==> config.mk <==
export PLATFORM = sky130hd
export DESIGN_NAME = serial_magnitude_comparator
export DESIGN_NICKNAME = d
export VERILOG_FILES = /design/src/rtl/serial_magnitude_comparator_pkg.sv /design/src/rtl/serial_magnitude_comparator_digit.sv /design/src/rtl/serial_magnitude_comparator.sv
export SDC_FILE = /design/constraint.sdc
export NUM_CORES = 1
export LEC_CHECK = 0
export ABC_AREA = 1
export CORE_MARGIN = 3
export CORE_UTILIZATION = 55
export CTS_CLUSTER_DIAMETER = 30
export DETAILED_ROUTE_END_ITERATION = 8
export PLACE_DENSITY = 0.89
export SLEW_MARGIN = 15
export SYNTH_ARGS = -nofsm -noshare
export SYNTH_HDL_FRONTEND = slang
export SYNTH_HIERARCHICAL = 1
export SYNTH_SLANG_ARGS = --single-unit
==> constraint.sdc <==
create_clock -name clk -period 3.3 [get_ports clk]
set_clock_uncertainty 0.05 [all_clocks]
set_input_delay 0.66 -clock clk [delete_from_list [all_inputs] [get_ports clk]]
set_output_delay 0.66 -clock clk [all_outputs]
set_load 0.05 [all_outputs]
==> src/rtl/serial_magnitude_comparator_pkg.sv <==
// Shared types for the serial magnitude comparator: FSM states, one-hot
// result encoding and cascade-input resolution.
package cmp_pkg;

    typedef enum logic [1:0] {
        IDLE = 2'd0,
        BUSY = 2'd1,
        DONE = 2'd2
    } state_e;

    localparam logic [2:0] RES_LT = 3'b100;
    localparam logic [2:0] RES_EQ = 3'b010;
    localparam logic [2:0] RES_GT = 3'b001;

    // Cascade priority is l > g > e; with no flag set the chain reads as equal.
    function automatic logic [2:0] resolve_cascade(input logic l_i, input logic e_i, input logic g_i);
        logic [2:0] res;
        if (l_i)      res = RES_LT;
        else if (g_i) res = RES_GT;
        else if (e_i) res = RES_EQ;
        else          res = RES_EQ;
        return res;
    endfunction

endpackage

==> src/rtl/serial_magnitude_comparator_digit.sv <==
// Combinational DIGIT-bit unsigned compare; one instance is time-shared
// across all digits of the operands.
module comparator_digit #(
    parameter int DIGIT = 3
) (
    input  logic [DIGIT-1:0] a_i,
    input  logic [DIGIT-1:0] b_i,
    output logic             lt_o,
    output logic             eq_o,
    output logic             gt_o
);

    assign lt_o = (a_i <  b_i);
    assign eq_o = (a_i == b_i);
    assign gt_o = (a_i >  b_i);

endmodule

==> src/rtl/serial_magnitude_comparator.sv <==
// Multi-cycle magnitude comparator: walks the operands DIGIT bits per clock,
// LSB digit first, so a more significant differing digit has the last word.
module serial_magnitude_comparator
    import cmp_pkg::*;
#(
    parameter int WIDTH = 16,
    parameter int DIGIT = 3
) (
    input  logic             clk,
    input  logic             rst_n,
    input  logic             in_valid,
    output logic             in_ready,
    input  logic [WIDTH-1:0] p,
    input  logic [WIDTH-1:0] q,
    input  logic             signed_mode,
    input  logic             l,
    input  logic             e,
    input  logic             g,
    output logic             out_valid,
    input  logic             out_ready,
    output logic             lt,
    output logic             et,
    output logic             gt,
    output logic             busy
);

    localparam int NDIG = (WIDTH + DIGIT - 1) / DIGIT;
    localparam int PW   = NDIG * DIGIT;
    localparam int CW   = (NDIG > 1) ? $clog2(NDIG) : 1;
    localparam logic [CW-1:0] LAST_DIG = CW'(NDIG - 1);

    state_e           state_q;
    logic [WIDTH-1:0] p_q, q_q;
    logic             mode_q;
    logic [2:0]       res_q, res_d;
    logic [CW-1:0]    cnt_q;

    logic [WIDTH-1:0] p_eff, q_eff;
    logic [PW-1:0]    p_pad, q_pad;
    logic [DIGIT-1:0] dig_p, dig_q;
    logic             d_lt, d_eq, d_gt;

    // Flipping the sign bit maps two's-complement order onto unsigned order;
    // zero padding of the top digit is applied afterwards.
    always_comb begin
        p_eff = p_q;
        q_eff = q_q;
        p_eff[WIDTH-1] = p_q[WIDTH-1] ^ mode_q;
        q_eff[WIDTH-1] = q_q[WIDTH-1] ^ mode_q;
    end

    assign p_pad = PW'(p_eff);
    assign q_pad = PW'(q_eff);

    always_comb begin
        dig_p = '0;
        dig_q = '0;
        for (int k = 0; k < NDIG; k++) begin
            if (cnt_q == CW'(k)) begin
                dig_p = p_pad[k*DIGIT +: DIGIT];
                dig_q = q_pad[k*DIGIT +: DIGIT];
            end
        end
    end

    comparator_digit #(.DIGIT(DIGIT)) u_digit (
        .a_i  (dig_p),
        .b_i  (dig_q),
        .lt_o (d_lt),
        .eq_o (d_eq),
        .gt_o (d_gt)
    );

    assign res_d = d_eq ? res_q : {d_lt, 1'b0, d_gt};

    always_ff @(posedge clk or negedge rst_n) begin
        if (!rst_n) begin
            state_q <= IDLE;
            p_q     <= '0;
            q_q     <= '0;
            mode_q  <= 1'b0;
            res_q   <= '0;
            cnt_q   <= '0;
        end else begin
            case (state_q)
                IDLE: begin
                    if (in_valid) begin
                        p_q     <= p;
                        q_q     <= q;
                        mode_q  <= signed_mode;
                        res_q   <= resolve_cascade(l, e, g);
                        cnt_q   <= '0;
                        state_q <= BUSY;
                    end
                end
                BUSY: begin
                    res_q <= res_d;
                    if (cnt_q == LAST_DIG) begin
                        state_q <= DONE;
                    end else begin
                        cnt_q <= cnt_q + 1'b1;
                    end
                end
                DONE: begin
                    if (out_ready) begin
                        state_q <= IDLE;
                    end
                end
                default: state_q <= IDLE;
            endcase
        end
    end

    assign in_ready     = (state_q == IDLE);
    assign busy         = (state_q == BUSY);
    assign out_valid    = (state_q == DONE);
    assign {lt, et, gt} = (state_q == DONE) ? res_q : 3'b000;

endmodule
==> results of run 1 <==
per-layer routing:
layer | vias up | routed length [microns]
met1 | 768 | 1900
li1 | 834 | -
met2 | 51 | 2020
met4 | 0 | 70
met3 | 5 | 267
met5 | - | 0
stage by stage:
stage | std cells | setup WS, ns | total power, W | util, % | hold WS (ns)
6_report | 324 | 0.634 | 0.00290 | 74.0 | 0.428
3_5_place_dp | 317 | 0.697 | 0.00250 | 71.3 | 0.445
2_1_floorplan | 231 | 0.594 | 0.00219 | - | 0.314
3_3_place_gp | 317 | 0.807 | 0.00244 | 71.3 | 0.434
5_1_grt | 324 | 0.322 | 0.00318 | 74.0 | 0.478
4_1_cts | 324 | 0.638 | 0.00292 | 74.0 | 0.454
path summary, 6_finish.rpt:
| path | start | endpoint | slack [ns] |
|---|---|---|---|
| setup reg to reg | cnt_q[0] | res_q[1] | 0.63 |
| max in group asynchronous | rst_n | res_q[1] | 2.22 |
| setup / recovery | cnt_q[0] | res_q[1] | 0.63 |
| hold reg to reg | p_q[10] | p_q[10] | 0.46 |
| min in group clk | p_q[10] | p_q[10] | 0.46 |
| hold / removal | rst_n | p_q[1] | 0.43 |
state kept, by name, summed over array words and instances, names as in the netlist:
| name | cells |
|---|---|
| cnt_q | 3 |
| mode_q | 1 |
| p_q | 16 |
| q_q | 16 |
| res_q | 3 |
| state_q | 2 |
power breakdown:
group          total [W]  internal, W  switching, W
Combinational    0.00159     0.000740      0.000848
Sequential      0.000930     0.000763      0.000167
Clock           0.000384     0.000220      0.000165
Total            0.00290      0.00172       0.00118
kinds of logic after synthesis:
kind of cell	after synthesis
AND/OR/NAND/NOR	84
multiplexers	32
flip-flops	41
adder cells (fa/ha/maj)	8
buffers and inverters	39
AO/OA/AOI/OAI	26
XOR/XNOR	1
area by class of cell:
type	count	area, sq um	share of cell area, %
clock buffer	5	68.8	2.45
clock inverter	2	35.0	1.25
inverter	33	124	4.40
multi-input combinational	151	1060	37.8
sequential	41	1030	36.5
tap	48	60.1	2.14
timing repair buffer	44	435	15.5
synth_stat cells:
master	instances
clkbuf_1	1
buf_6	3
mux2_4	26
buf_2	1
a21oi_1	6
nand3_1	11
o21ai_0	16
mux2_2	6
inv_2	2
nor2_4	1
nand2_2	1
o22ai_1	2
buf_4	1
nor2_1	16
nand2_4	1
a31oi_1	1
nor2_2	4
dfrtp_1	41
o21ai_2	1
xor2_1	1
nand2_1	48
ha_1	8
inv_1	31
nor3_1	2
worst register-to-register path, delay by kind of cell, from the launching register on:
| kind | cells | cell delay, ns |
|---|---|---|
| DFF | 1 | 0.44 |
| buffers and inverters | 1 | 0.05 |
| and+or+nand+nor | 7 | 1.09 |
| adders and majority gates | 2 | 0.63 |
| AOI/OAI and AO/OA | 3 | 0.27 |
placed cells by master, fill, tap and decap left out, types with 4 or more instances in the layout:
master	instances
inv_1	31
o21ai_0	16
mux2_2	6
a21oi_1	6
nor2_1	16
clkbuf_8	5
nand2_1	48
ha_1	8
clkdlybuf4s50_1	43
nand3_1	11
mux2_4	26
dfrtp_1	41
nor2_2	4
==> flow_summary_export.csv, run 1 <==
group,metric,value,unit
yosys,synth_top_family_by_area,"multiplexers",
clock_network,cts-root-buf,"clkbuf_8",
clock_network,clk_pin_slew_worst_paths,0.08,ns
timing,fin_crit_sh,80.8,%
global_routing,grtUsageMet2,29.4,%
floorplan,rows,22,
yosys,yosys.area.top_type,"dfrtp_1",
final_layout,antenna_cells,0,
timing,rsz0062_at_grt,"false",
global_routing,busiest_layer,"met2",
power,power.leakage,1.43,nW
yosys,yosysSeqAreaShare,45.3,%
yosys,synthMuxAreaShare,20.2,%
clock_network,clk_path_buf_depth,2,
worst_setup_path,path_cells,"ha_1 > nor3_1 > nand2_1 > nand2_1 > a21oi_1 > nor2_1 > inv_1 > ha_1 > nand2_2 > nor2_2 > o21ai_2 > nand2_1 > o21ai_0",
clock_network,cts_max_level,2,
floorplan,die_h,70.2,microns
global_routing,use_met3,5.76,%
drt,first_pass_iters,4,
yosys,ys_ff_latch,41,
clock_network,cts_resized,0,
clock_network,cts.sink_count,41,
clock_network,tritoncts,"yes",
timing,setup_viol,0,
worst_setup_path,critical-path-top-delay-family,"simple AND/OR/NAND/NOR gates",
final_layout,final_cell_area,2810,sq um
worst_setup_path,worst-setup-path-type,"flip-flop to flip-flop",
placement,io_buffer_count,44,
yosys,avgSynthCellArea,9.80,sq um
drt,drc,0,
drt,route.vias.total,1658,
global_routing,grt_start_max_net_pins,42,
final_layout,fillers,264,
yosys,synthXorXnorAreaFrac,0.387,%
worst_setup_path,critical_path.max_fanout,10,
worst_setup_path,start_kind,"flip-flop",
global_routing,track_usage,19.1,%
global_routing,grt_overflow,0,
worst_setup_path,cp_num_cells,13,
global_routing,grt_use_met1,24.9,%
yosys,synthesis.area,2260,sq um
yosys,yosysUniqueCellTypes,24,
timing,fmax,0.375,GHz
floorplan,dieArea,4920,sq um
timing,slew_violations,0,
global_routing,grt_pass1_wl,7380,microns
yosys,yosysWarnings,6,
yosys,synth_simple_gate_area_share,15.9,%
power,p_per_area,1030,nW/um^2
worst_setup_path,arrival,2.78,ns
timing,period_needed,2.67,ns
outcome,status,"completed",
clock_network,holdBufCountCts,0,
worst_setup_path,path_common_cell,"nand2_1",
worst_setup_path,crit_buf_inv,1,
yosys,synth-compound-area-share,6.08,%
timing,worst_pin_slew,0.878,ns
global_routing,antenna_found_initial,0,
placement,place_hpwl,3020,microns
clock_network,insertion_delay,0.30,ns
final_layout,final_nets,324,
final_layout,drive_gt1_share,18.1,%
yosys,yosys.area.top_type_share,45.3,%
worst_setup_path,required,3.42,ns
worst_setup_path,critPathCaptureType,"flip-flop",
timing,hold_violations,0,
drt,totalWireLength,4260,microns
floorplan,start_util,59.6,%
worst_setup_path,reg2reg_depth,13,
yosys,syn_nets,279,
final_layout,area_growth,24.3,%
placement,place_congestion,0.865,
placement,placed_area,2710,sq um
timing,relSlewSlack,41.4,%
clock_network,postCtsSetupBuffers,0,
drt,first_iter_violations,100,
drt,vias_per_cell,5.12,
flow_run,maxCapViolCount,0,
hold_path,hold_path.class,"input pin to asynchronous set/reset pin",
clock_network,cts_buffers,5,
floorplan,io_pins,46,
worst_setup_path,slowest_delay,0.48,ns
yosys,synthTopCellsByArea,"dfrtp_1 (45%), mux2_4 (17%), nand2_1 (8.0%)",
power,irDropWorstVdd,0.000596,V
timing,setup_tns,0,ns
yosys,yosys.area_share.adder,4.42,%
floorplan,die_w,70.2,microns
floorplan,coreArea,3800,sq um
drt,wl_per_cell,13.2,microns
worst_setup_path,critPathSlowestCell,"nor3_1",
global_routing,grt_pass1_vias,1603,
yosys,syn_inst,231,
drt,final_antenna_net_count,0,
(Power assumes the default switching activity.)
==> inputs of run 2 (changes only) <==
Settings changed: CORE_UTILIZATION 55 to 46, PLACE_DENSITY 0.89 to 0.8.
Clock period 3.3 ns to 2.2 ns, I/O delays scaled along.
==> flow_summary_export.csv, run 2 (synthesized netlist as in run 1, its figures left out) <==
group,metric,value,unit
floorplan,start_util,49.6,%
final_layout,layout_common_cells,"nand2_1 (42), dfrtp_1 (41), clkdlybuf4s50_1 (37), mux2_4 (26), inv_1 (24)",
worst_setup_path,reg2reg_depth,17,
final_layout,area_growth,38.6,%
final_layout,layout_commonest_cell,"nand2_1",
final_layout,seqCellArea,1030,sq um
worst_setup_path,start_kind,"flip-flop",
clock_network,tritoncts,"yes",
drt,drc,0,
final_layout,fillers,358,
clock_network,clk_pin_slew_worst_paths,0.08,ns
flow_run,maxCapViolCount,0,
clock_network,cts_max_level,2,
timing,hold_violations,0,
timing,worst_pin_slew,0.507,ns
drt,final_antenna_net_count,0,
floorplan,coreArea,4560,sq um
power,clockPowerShare,11.7,%
worst_setup_path,worst-setup-path-type,"flip-flop to flip-flop",
global_routing,grt_overflow,0,
power,p_int,0.00309,W
final_layout,antenna_cells,0,
timing,period_needed,2.34,ns
placement,place_congestion,0.894,
power,seqPwrFrac,26.3,%
placement,place_hpwl,3290,microns
drt,wl_per_cell,13.7,microns
placement,io_buffer_count,44,
global_routing,grt_start_max_net_pins,42,
outcome,status,"complete, but fails checks",
worst_setup_path,arrival,2.51,ns
final_layout,final_nets,336,
drt,totalWireLength,4860,microns
worst_setup_path,required,2.37,ns
global_routing,antenna_found_initial,0,
hold_path,hold_path.class,"input pin to asynchronous set/reset pin",
clock_network,cts-root-buf,"clkbuf_8",
final_layout,multiInputGateArea,1230,sq um
power,power.leakage,1.53,nW
floorplan,die_h,76.1,microns
timing,fmax,0.428,GHz
placement,detailedPlace.worstSlack,-0.245,ns
final_layout,drive_gt1_share,34.9,%
power,irDropWorstVdd,0.000725,V
global_routing,grt_pass1_vias,1712,
floorplan,die_w,76.1,microns
worst_setup_path,rr_startpoint,"cnt_q[1]",
timing,slew_violations,0,
floorplan,rows,24,
drt,vias_per_cell,4.91,
drt,first_iter_violations,70,
drt,first_pass_iters,5,
timing,setup_viol,3,
timing,setup_ws,-0.139,ns
timing,relSlewSlack,66.2,%
clock_network,cts.sink_count,41,
floorplan,dieArea,5800,sq um
clock_network,insertion_delay,0.30,ns
power,p_per_area,1710,nW/um^2
global_routing,grt_pass1_wl,7900,microns
floorplan,io_pins,46,
worst_setup_path,critPathCaptureType,"flip-flop",
worst_setup_path,critical_path.max_fanout,6,
outcome,violations,"setup timing",
global_routing,track_usage,17.2,%
power,p_sw_share,42.3,%
timing,fin_crit_sh,106,%
timing,rsz0062_at_grt,"true",
final_layout,reg_top3,"p_q (16), q_q (16)",
power,p_sw,0.00227,W
clock_network,clk_path_buf_depth,2,
worst_setup_path,crit_start,"cnt_q[1]",
clock_network,cts_buffers,5,
timing,finalHoldWorstSlack,0.146,ns
power,p_comb_share,62.0,%
drt,route.vias.total,1738,
[run 2: cell count changes in the layout (fill, tap and decap cells not counted), moves of 6 or more]
cell	delta
inv_2	+7
ha_1	-6
inv_1	-7
nor2_1	-8
nand2_1	-6
clkdlybuf4s50_1	-6
buf_4	+13
[run 2: what timing repair did]
action                                  in CTS  in global routing
hold buffers                                 0                  0
setup buffers                                3                  0
gates resized for setup                     24                 21
gates cloned                                 0                  0
endpoints found under the setup margin       3                  3
pin swaps                                   11                 15
[run 2: power by group through the flow]
stage | Sequential [W] | Combinational, W | Clock, W
after CTS | 0.00140 | 0.00290 | 0.000637
after floorplan | 0.00132 | 0.00198 | 0
after global placement | 0.00139 | 0.00241 | 0
after detailed placement | 0.00140 | 0.00250 | 0
after global routing | 0.00145 | 0.00359 | 0.000664
final | 0.00141 | 0.00332 | 0.000627
[run 2: area by class of cell]
class                   instances  area share (%)
well taps                      65            2.59
flip-flops and latches         41            32.7
clock buffers                   7            2.75
repair buffers                 56            17.7
inverters                      33            3.95
clock inverters                 1           0.957
multi-input cells             151            39.3
[run 2: through the flow]
| step | power (W) | setup TNS (ns) | instance area (sq um) | std cells | util [%] |
|---|---|---|---|---|---|
| final | 0.00536 | -0.314 | 3140 | 354 | 68.7 |
| after global routing | 0.00570 | -0.716 | 3140 | 354 | 68.7 |
| after CTS | 0.00494 | -0.156 | 3070 | 354 | 67.2 |
| after detailed placement | 0.00391 | -0.635 | 2820 | 343 | 61.8 |
| after global placement | 0.00380 | -0.352 | 2820 | 343 | 61.8 |
| after floorplan | 0.00330 | 0 | 2280 | 231 | - |
[run 2: worst paths after layout]
kind,endpoint,slack (ns)
min in group clk,p_q[1],0.46
worst max-delay path,res_q[0],-0.14
max in group asynchronous,p_q[3],1.61
worst max register to register,res_q[0],-0.14
worst min register to register,p_q[1],0.46
worst min-delay path,q_q[10],0.15
[run 2: worst max-delay path: stages, from the launching register on]
cell     delay, ns
dfrtp_1       0.44
inv_2         0.14
ha_4          0.22
buf_12        0.12
nand3_1       0.07
nand2_1       0.06
inv_1         0.04
nand2_1       0.06
a21oi_1       0.07
nor2_1        0.08
inv_1         0.07
ha_4          0.28
nand2_4       0.07
nor2_4        0.12
nor2_4        0.06
nor2_2        0.07
nand2_1       0.05
a31oi_1       0.17
[run 2: metal layers]
metal	part of all wire [%]	wire [microns]	global-route usage, %
met3	5.5	266	4.85
met4	2.4	118	8.51
met1	43	2070	20.5
met5	0	0	0
met2	50	2410	28.6
==> inputs of run 3 (changes only) <==
Settings changed: MAX_ROUTING_LAYER set to met4.
==> flow_summary_export.csv, run 3 (synthesized netlist as in run 1, its figures left out) <==
group,metric,value,unit
final_layout,reg_top3,"p_q (16), q_q (16)",
timing,slew_violations,0,
hold_path,hold_path.class,"input pin to asynchronous set/reset pin",
outcome,violations,"setup timing",
timing,rsz0062_at_grt,"true",
timing,relSlewSlack,65.9,%
drt,vias_per_cell,4.97,
drt,route.vias.total,1758,
floorplan,die_h,76.1,microns
outcome,status,"complete, but fails checks",
clock_network,cts_buffers,5,
clock_network,clk_pin_slew_worst_paths,0.08,ns
drt,wl_per_cell,13.7,microns
clock_network,holdBufCountCts,0,
final_layout,antenna_cells,0,
power,p_per_area,1710,nW/um^2
clock_network,cts.sink_count,41,
clock_network,insertion_delay,0.30,ns
flow_run,maxCapViolCount,0,
floorplan,die_w,76.1,microns
global_routing,grt_start_max_net_pins,42,
timing,finalHoldWorstSlack,0.145,ns
placement,io_buffer_count,44,
final_layout,drive_gt1_share,34.9,%
timing,fin_crit_sh,106,%
global_routing,track_usage,17.8,%
floorplan,start_util,49.6,%
floorplan,io_pins,46,
final_layout,multiInputGateArea,1230,sq um
drt,first_iter_violations,103,
power,p_total,0.00535,W
drt,first_pass_iters,4,
final_layout,fillers,358,
clock_network,clk_path_buf_depth,2,
timing,setup_ws,-0.130,ns
worst_setup_path,critPathCaptureType,"flip-flop",
worst_setup_path,critical_path.max_fanout,12,
worst_setup_path,arrival,2.50,ns
placement,detailedPlace.worstSlack,-0.245,ns
global_routing,grt_pass1_vias,1707,
timing,setup_viol,3,
worst_setup_path,worst-setup-path-type,"flip-flop to flip-flop",
clock_network,tritoncts,"yes",
global_routing,grt_overflow,0,
final_layout,final_nets,336,
floorplan,dieArea,5800,sq um
worst_setup_path,start_kind,"flip-flop",
placement,place_hpwl,3290,microns
final_layout,finish.utilization,68.7,%
drt,final_antenna_net_count,0,
floorplan,coreArea,4560,sq um
global_routing,antenna_found_initial,0,
power,power.leakage,1.53,nW
worst_setup_path,reg2reg_depth,13,
worst_setup_path,required,2.37,ns
global_routing,grt_pass1_wl,7900,microns
floorplan,rows,24,
placement,placed_cells,343,
timing,worst_pin_slew,0.512,ns
final_layout,final_cells,354,
placement,place_congestion,0.909,
final_layout,area_growth,38.6,%
timing,hold_violations,0,
timing,fmax,0.429,GHz
clock_network,cts-root-buf,"clkbuf_8",
clock_network,cts_max_level,2,
final_layout,seqCellArea,1030,sq um
drt,drc,0,
final_layout,layout_commonest_cell,"nand2_1",
drt,totalWireLength,4850,microns
final_layout,layout_common_cells,"nand2_1 (42), dfrtp_1 (41), clkdlybuf4s50_1 (37), mux2_4 (26), inv_1 (24)",
power,irDropWorstVdd,0.000722,V
timing,period_needed,2.33,ns
==> run 3: what timing repair did <==
action / in CTS / in global routing
endpoints found under the setup margin: 3 / 3
setup buffers: 3 / 0
pin swaps: 11 / 15
gates resized for setup: 24 / 21
==> run 3: final timing paths <==
kind,startpoint,end,slack (ns)
setup / recovery,cnt_q[1],res_q[0],-0.13
hold / removal,rst_n,q_q[10],0.14
setup reg to reg,cnt_q[1],res_q[0],-0.13
hold reg to reg,p_q[7],p_q[7],0.47
max in group asynchronous,rst_n,p_q[4],1.60
min in group clk,p_q[7],p_q[7],0.47
==> run 3: per-layer routing <==
metal  vias up  GRT usage (%)  wire length [microns]
li1        855              -                      -
met1       835           20.5                   2040
met2        54           28.7                   2410
met3        14           3.90                    262
met4         0           10.1                    138
met5         -              -                      0
==> run 3: critical path, cell delays in order (launching register included) <==
cell	delay, ns
dfrtp_1	0.44
inv_2	0.14
ha_4	0.16
buf_4	0.11
nand2_2	0.14
o21ai_0	0.29
nor2_2	0.10
ha_4	0.29
nand2_4	0.06
nor2_4	0.11
nor2_4	0.06
nor2_2	0.07
nand2_1	0.05
a31oi_1	0.17
==> run 3: stage by stage <==
step	setup TNS (ns)	instance area [sq um]
6_report	-0.302	3140
5_1_grt	-0.717	3140
4_1_cts	-0.156	3070
3_5_place_dp	-0.635	2820
3_3_place_gp	-0.352	2820
2_1_floorplan	0	2280
==> run 3: power breakdown <==
part           internal [W]  leakage (nW)  switching (W)
Sequential          0.00114         0.487       0.000265
Combinational       0.00158         0.987        0.00174
Clock              0.000370        0.0585       0.000256
Total               0.00309          1.53        0.00226
==> run 3: cell type report <==
| class | instances | share of cell area [%] |
|---|---|---|
| multi-input cells | 151 | 39.3 |
| flip-flops and latches | 41 | 32.7 |
| repair buffers | 56 | 17.7 |
| inverters | 33 | 3.95 |
| clock buffers | 7 | 2.75 |
| well taps | 65 | 2.59 |
| clock inverters | 1 | 0.957 |
